**src/rtl/div_pkg.sv**
```systemverilog
// Shared definitions for the sequential restoring divider: FSM encoding and
// the iteration-counter width helper.
package div_pkg;

  typedef enum logic [1:0] {
    IDLE = 2'd0,
    RUN  = 2'd1,
    DONE = 2'd2
  } state_t;

  // Counter must hold the value n itself, hence n+1 codes.
  function automatic int cnt_width(input int n);
    return $clog2(n + 1);
  endfunction

endpackage

```
**src/rtl/div_restoring_seq_if.sv**
```systemverilog
// Request/result bundle of the sequential divider; master drives operands,
// slave (the divider) returns status and registered results.
interface div_restoring_seq_if #(
  parameter int N = 8
);
  logic         start;
  logic [N-1:0] dividend;
  logic [N-1:0] divisor;
  logic         busy;
  logic         done;
  logic [N-1:0] quotient;
  logic [N-1:0] remainder;
  logic         div_by_zero;

  modport master (
    output start, dividend, divisor,
    input  busy, done, quotient, remainder, div_by_zero
  );

  modport slave (
    input  start, dividend, divisor,
    output busy, done, quotient, remainder, div_by_zero
  );
endinterface

```
**src/rtl/SUB.sv**
```systemverilog
// N-bit minus M-bit unsigned subtractor (b zero-extended); co=1 means no borrow.
module SUB #(
  parameter int N = 9,
  parameter int M = 8
) (
  input  logic [N-1:0] a,
  input  logic [M-1:0] b,
  output logic [N-1:0] s,
  output logic         co
);
  logic [N:0] diff;

  // One extra top bit captures the borrow of the N-bit subtraction.
  assign diff = {1'b0, a} - {{(N + 1 - M){1'b0}}, b};
  assign s    = diff[N-1:0];
  assign co   = ~diff[N];
endmodule

```
**src/rtl/div_restoring_seq.sv**
```systemverilog
// Restoring unsigned divider: one quotient bit per clock through a single
// shared subtractor, N iterations per division.
module div_restoring_seq
  import div_pkg::*;
#(
  parameter int N = 8
) (
  input logic               clk,
  input logic               rst,
  div_restoring_seq_if.slave bus
);
  localparam int CW = cnt_width(N);

  state_t        state_reg, state_next;
  logic [N-1:0]  r_reg, r_next;
  logic [N-1:0]  q_reg, q_next;
  logic [N-1:0]  d_reg, d_next;
  logic [CW-1:0] cnt_reg, cnt_next;
  logic [N-1:0]  quot_reg, quot_next;
  logic [N-1:0]  rem_reg, rem_next;
  logic          dbz_reg, dbz_next;

  logic [N:0]    t_val;
  logic [N:0]    sub_s;
  logic          sub_co;
  logic [N-1:0]  r_step;
  logic [N-1:0]  q_step;
  logic          unused_sub_msb;

  assign t_val = {r_reg, q_reg[N-1]};

  SUB #(.N(N + 1), .M(N)) u_sub (
    .a  (t_val),
    .b  (d_reg),
    .s  (sub_s),
    .co (sub_co)
  );

  // A successful subtract always leaves a value below D, so the top bit is 0.
  assign unused_sub_msb = sub_s[N];
  assign r_step = sub_co ? sub_s[N-1:0] : t_val[N-1:0];
  assign q_step = {q_reg[N-2:0], sub_co};

  always_comb begin
    state_next = state_reg;
    r_next     = r_reg;
    q_next     = q_reg;
    d_next     = d_reg;
    cnt_next   = cnt_reg;
    quot_next  = quot_reg;
    rem_next   = rem_reg;
    dbz_next   = dbz_reg;
    case (state_reg)
      IDLE, DONE: begin
        state_next = IDLE;
        if (bus.start) begin
          if (bus.divisor == '0) begin
            quot_next  = '1;
            rem_next   = bus.dividend;
            dbz_next   = 1'b1;
            state_next = DONE;
          end else begin
            r_next     = '0;
            q_next     = bus.dividend;
            d_next     = bus.divisor;
            cnt_next   = CW'(N);
            state_next = RUN;
          end
        end
      end
      RUN: begin
        r_next   = r_step;
        q_next   = q_step;
        cnt_next = cnt_reg - CW'(1);
        if (cnt_reg == CW'(1)) begin
          quot_next  = q_step;
          rem_next   = r_step;
          dbz_next   = 1'b0;
          state_next = DONE;
        end
      end
      default: state_next = IDLE;
    endcase
  end

  always_ff @(posedge clk) begin
    if (!rst) begin
      state_reg <= IDLE;
      r_reg     <= '0;
      q_reg     <= '0;
      d_reg     <= '0;
      cnt_reg   <= '0;
      quot_reg  <= '0;
      rem_reg   <= '0;
      dbz_reg   <= 1'b0;
    end else begin
      state_reg <= state_next;
      r_reg     <= r_next;
      q_reg     <= q_next;
      d_reg     <= d_next;
      cnt_reg   <= cnt_next;
      quot_reg  <= quot_next;
      rem_reg   <= rem_next;
      dbz_reg   <= dbz_next;
    end
  end

  assign bus.busy        = (state_reg == RUN);
  assign bus.done        = (state_reg == DONE);
  assign bus.quotient    = quot_reg;
  assign bus.remainder   = rem_reg;
  assign bus.div_by_zero = dbz_reg;
endmodule
```
**src/flat_wrapper.sv**
```systemverilog
// flat-port wrapper written by rule: the top's interface ports become plain ports
module div_restoring_seq_flat import div_pkg::*;
#(
  parameter int N = 8
)
  (clk, rst, bus_start, bus_dividend, bus_divisor, bus_busy, bus_done, bus_quotient, bus_remainder, bus_div_by_zero);
  div_restoring_seq_if #(.N(N)) bus_i ();
  input logic clk;
  input logic rst;
  input wire logic [$bits(bus_i.start)-1:0] bus_start;
  input wire logic [$bits(bus_i.dividend)-1:0] bus_dividend;
  input wire logic [$bits(bus_i.divisor)-1:0] bus_divisor;
  output wire logic [$bits(bus_i.busy)-1:0] bus_busy;
  output wire logic [$bits(bus_i.done)-1:0] bus_done;
  output wire logic [$bits(bus_i.quotient)-1:0] bus_quotient;
  output wire logic [$bits(bus_i.remainder)-1:0] bus_remainder;
  output wire logic [$bits(bus_i.div_by_zero)-1:0] bus_div_by_zero;
  assign bus_i.start = bus_start;
  assign bus_i.dividend = bus_dividend;
  assign bus_i.divisor = bus_divisor;
  assign bus_busy = bus_i.busy;
  assign bus_done = bus_i.done;
  assign bus_quotient = bus_i.quotient;
  assign bus_remainder = bus_i.remainder;
  assign bus_div_by_zero = bus_i.div_by_zero;
  div_restoring_seq #(.N(N)) u_core (.clk(clk), .rst(rst), .bus(bus_i));
endmodule
```
**config.mk**
```make
export PLATFORM = sky130hd
export DESIGN_NAME = div_restoring_seq_flat
export DESIGN_NICKNAME = d
export VERILOG_FILES = /design/src/rtl/div_pkg.sv /design/src/rtl/div_restoring_seq_if.sv /design/src/rtl/SUB.sv /design/src/rtl/div_restoring_seq.sv /design/src/flat_wrapper.sv
export SDC_FILE = /design/constraint.sdc
export NUM_CORES = 1
export LEC_CHECK = 0
export CORE_MARGIN = 3
export CORE_UTILIZATION = 41
export DETAILED_ROUTE_END_ITERATION = 8
export GPL_TIMING_DRIVEN = 0
export PLACE_DENSITY_LB_ADDON = 0.12
export SETUP_SLACK_MARGIN = 0.02
export SYNTH_ARGS = -nofsm -noshare
export SYNTH_HDL_FRONTEND = slang
export SYNTH_SLANG_ARGS = --single-unit
```
**constraint.sdc**
```tcl
create_clock -name clk -period 6.2 [get_ports clk]
set_clock_uncertainty 0.05 [all_clocks]
set_input_delay 0.93 -clock clk [delete_from_list [all_inputs] [get_ports clk]]
set_output_delay 0.93 -clock clk [all_outputs]
set_load 0.02 [all_outputs]
```
==> reports/summary.json <==
{
  "run_status": {
    "status": "complete, no violations"
  },
  "sta": {
    "setup-violations-final": 0,
    "timing.max_slew.rel_slack_pct": 56.6,
    "layout_setup_ws_ns": 2.84,
    "unrepaired_setup_endpoints_after_global_routing": "no",
    "worst_pin_slew_ns": 0.649,
    "slew_viol_final": 0,
    "final-hold-violation-count": 0,
    "tns_ns": 0,
    "fmax_mhz": 298,
    "min_period_over_period_pct": 54.1,
    "fin_crit_ns": 3.36
  },
  "die": {
    "floorplan.rows": 26,
    "core_area_um2": 5340,
    "io-pin-count": 38,
    "die_y_um": 81.7,
    "initial_core_util_pct": 44.0,
    "design.die.area_um2": 6670,
    "die_width_um": 81.7
  },
  "synth": {
    "synth_nets": 320,
    "total_of_warnings_raised_by_yosys": 0,
    "synth-main-ff-cell": "dfxtp_1",
    "synth-edff-count": 0,
    "synth_cell_type_count": 41,
    "synth_cells": 290,
    "postSynthAreaPerCell_um2": 8.09,
    "seq_total_area_yosys_pct": 40.1,
    "mappedNetlistArea_um2": 2350,
    "share_of_synthesized_flip_flops_with_an_asynchronous_set_or_reset_pct": 0,
    "yosys_register_bits": 47
  },
  "final_layout": {
    "flow.area_growth_from_synthesis_pct": 24.3,
    "design_area_um2": 2920,
    "fillers": 522,
    "insertedDiodeCount": 0,
    "post_route_cells_drive_above_1_share_pct": 8.06,
    "final_cells": 405,
    "nets": 364,
    "post-route-util_pct": 54.7
  },
  "routing": {
    "drtPass1Iterations": 4,
    "detail_route.wirelength_um": 6260,
    "route.antenna.remaining_nets": 0,
    "routed_length_per_instance_um": 15.5,
    "met2_length_um": 2650,
    "met3_length_um": 324,
    "dr_total_vias": 2193,
    "post_drt_via_cell_ratio": 5.41,
    "wl_met1_um": 3090,
    "topRoutingLayerUsed": "met4",
    "detail_route.iter0.violations": 167,
    "drcViolationCount": 0
  },
  "grt": {
    "grt_antenna_before_repair": 0,
    "grt_max_degree": 16,
    "grtUsageTotal_pct": 21.0,
    "vias_in_the_first_global_route": 2131,
    "global_route_wire_length_before_repair_um": 10500,
    "grt_remaining_overflow": 0
  },
  "pwr": {
    "pwr_density_cell_nw_per_um2": 269,
    "leakage_nw": 1.11,
    "vdd_ir_drop_max_mv": 0.162
  },
  "setup_path": {
    "timing.setup.critical_path_class": "reg2out",
    "path_max_fanout": 10,
    "critPathRequiredTime_ns": 5.22,
    "cp_data_arrival_time_ns": 2.38,
    "timing.critical_path.to_type": "output pin",
    "worstSetupStartpointType": "register"
  },
  "clock_network": {
    "cts_inserted_buffers": 5,
    "clock_insertion_delay_worst_skew_ns": 0.31,
    "clock-sinks": 47,
    "clockRootBuffer": "clkbuf_8",
    "h-tree-depth": 2,
    "cts_hold_repair.buffers": 0,
    "cts_resized": 0,
    "tritoncts": "done",
    "clk_path_buf_depth": 2,
    "cts_setup_buffers": 0,
    "clkSlewWorstSetupHoldPaths_ns": 0.10
  },
  "job": {
    "number_of_violations_of_the_max_capacitance_limit": 0
  },
  "min_path": {
    "hold_path.class": "reg2reg"
  },
  "placement": {
    "placedCellCount": 397,
    "gp_congestion": 0.834,
    "pre_cts_ws_ns": 2.98,
    "dp_hpwl_um": 4650,
    "placement.io_buffers": 37,
    "post_dp_cell_area_um2": 2810
  }
}
[Yosys cell counts (2+ instances only)]
library cell / n / area share [%]
nand2b_1: 2 / 0.53
a211oi_1: 6 / 1.9
a211o_1: 2 / 0.75
buf_2: 4 / 0.85
mux2i_1: 3 / 1.3
nor2_1: 49 / 7.8
a21oi_1: 21 / 4.5
xor2_1: 3 / 1.1
nand2_1: 41 / 6.6
nor2b_1: 3 / 0.80
o21bai_1: 3 / 0.96
o21ai_0: 13 / 2.8
a31oi_1: 6 / 1.6
mux2_2: 2 / 0.96
o2bb2ai_1: 5 / 1.9
nand3_1: 4 / 0.85
nor4_1: 2 / 0.53
a21o_1: 2 / 0.64
nor3_1: 8 / 1.7
dfxtp_1: 47 / 40
clkbuf_1: 9 / 1.4
nor2_2: 2 / 0.53
a311oi_1: 8 / 3.0
a22oi_1: 2 / 0.64
o221a_2: 7 / 3.4
inv_1: 12 / 1.9
ha_1: 10 / 5.3
[area by class of cell]
class                           instances  area (um^2)  area share (%)
Inverter                               13         48.8            1.67
Sequential cell                        47          941            32.2
Tap cell                               70         87.6            3.00
Multi-Input combinational cell        216         1300            44.6
Clock inverter                          3         43.8            1.50
Clock buffer                            5         68.8            2.36
Buffer                                 14         57.6            1.97
Timing Repair Buffer                   37          370            12.7
[cell families (layout without fill, tap and decap cells)]
logic type | count (synthesis) | in the layout | share of synthesized area [%]
AO/OA/AOI/OAI | 82 | 82 | 25.1
XOR/XNOR | 4 | 4 | 1.49
adder cells (fa/ha/maj) | 11 | 11 | 6.18
buffers and inverters | 27 | 72 | 4.53
flip-flops | 47 | 47 | 40.1
multiplexers | 5 | 5 | 2.24
AND/OR/NAND/NOR | 114 | 114 | 20.4
[routing by layer]
metal | up-vias | GRT usage, %
met5 | - | 0
met4 | 0 | 9.63
met3 | 16 | 3.62
met2 | 68 | 30.9
met1 | 990 | 29.9
li1 | 1119 | -
[through the flow]
stage | power [mW] | hold WS [ns]
CTS | 0.784 | 0.431
floorplan | 0.487 | 0.387
finish | 0.784 | 0.430
detailed placement | 0.557 | 0.417
global route | 0.827 | 0.460
global placement | 0.555 | 0.401
[cell usage in the layout, fill, tap and decap left out, drive strengths merged, types with 3 or more instances in the layout]
master / n
ha: 10
nor2b: 3
clkbuf: 14
o21ai: 13
o2bb2ai: 5
clkdlybuf4s50: 37
a211oi: 7
nand3: 4
o21bai: 3
mux2i: 3
dfxtp: 47
a21oi: 21
a311oi: 8
a31oi: 6
inv: 13
nor3: 8
buf: 5
xor2: 3
o221a: 7
nand2: 41
nor2: 51
[power breakdown]
part / leakage, nW / internal (mW) / switching (mW)
Clock: 0.0581 / 0.120 / 0.111
Combinational: 0.670 / 0.0875 / 0.124
Sequential: 0.385 / 0.325 / 0.0157
Total: 1.11 / 0.533 / 0.251
[worst paths after layout]
check,from,endpoint,slack (ns),depth (start not counted)
worst min-delay path,u_core.r_reg[7],u_core.r_reg[7],0.43,2
worst min register to register,u_core.r_reg[7],u_core.r_reg[7],0.43,2
worst max-delay path,u_core.state_reg[1],bus_busy,2.84,5
worst max register to register,u_core.d_reg[1],u_core.bus.remainder[0],3.70,8
[worst max-delay path: stages (launching register included)]
cell and delay, ns:
dfxtp_1 0.30, buf_2 0.17, nand2b_1 0.22, inv_2 0.21
buf_1 0.47, clkdlybuf4s50_1 0.71
No activity file was read; power rests on OpenSTA's default activity.
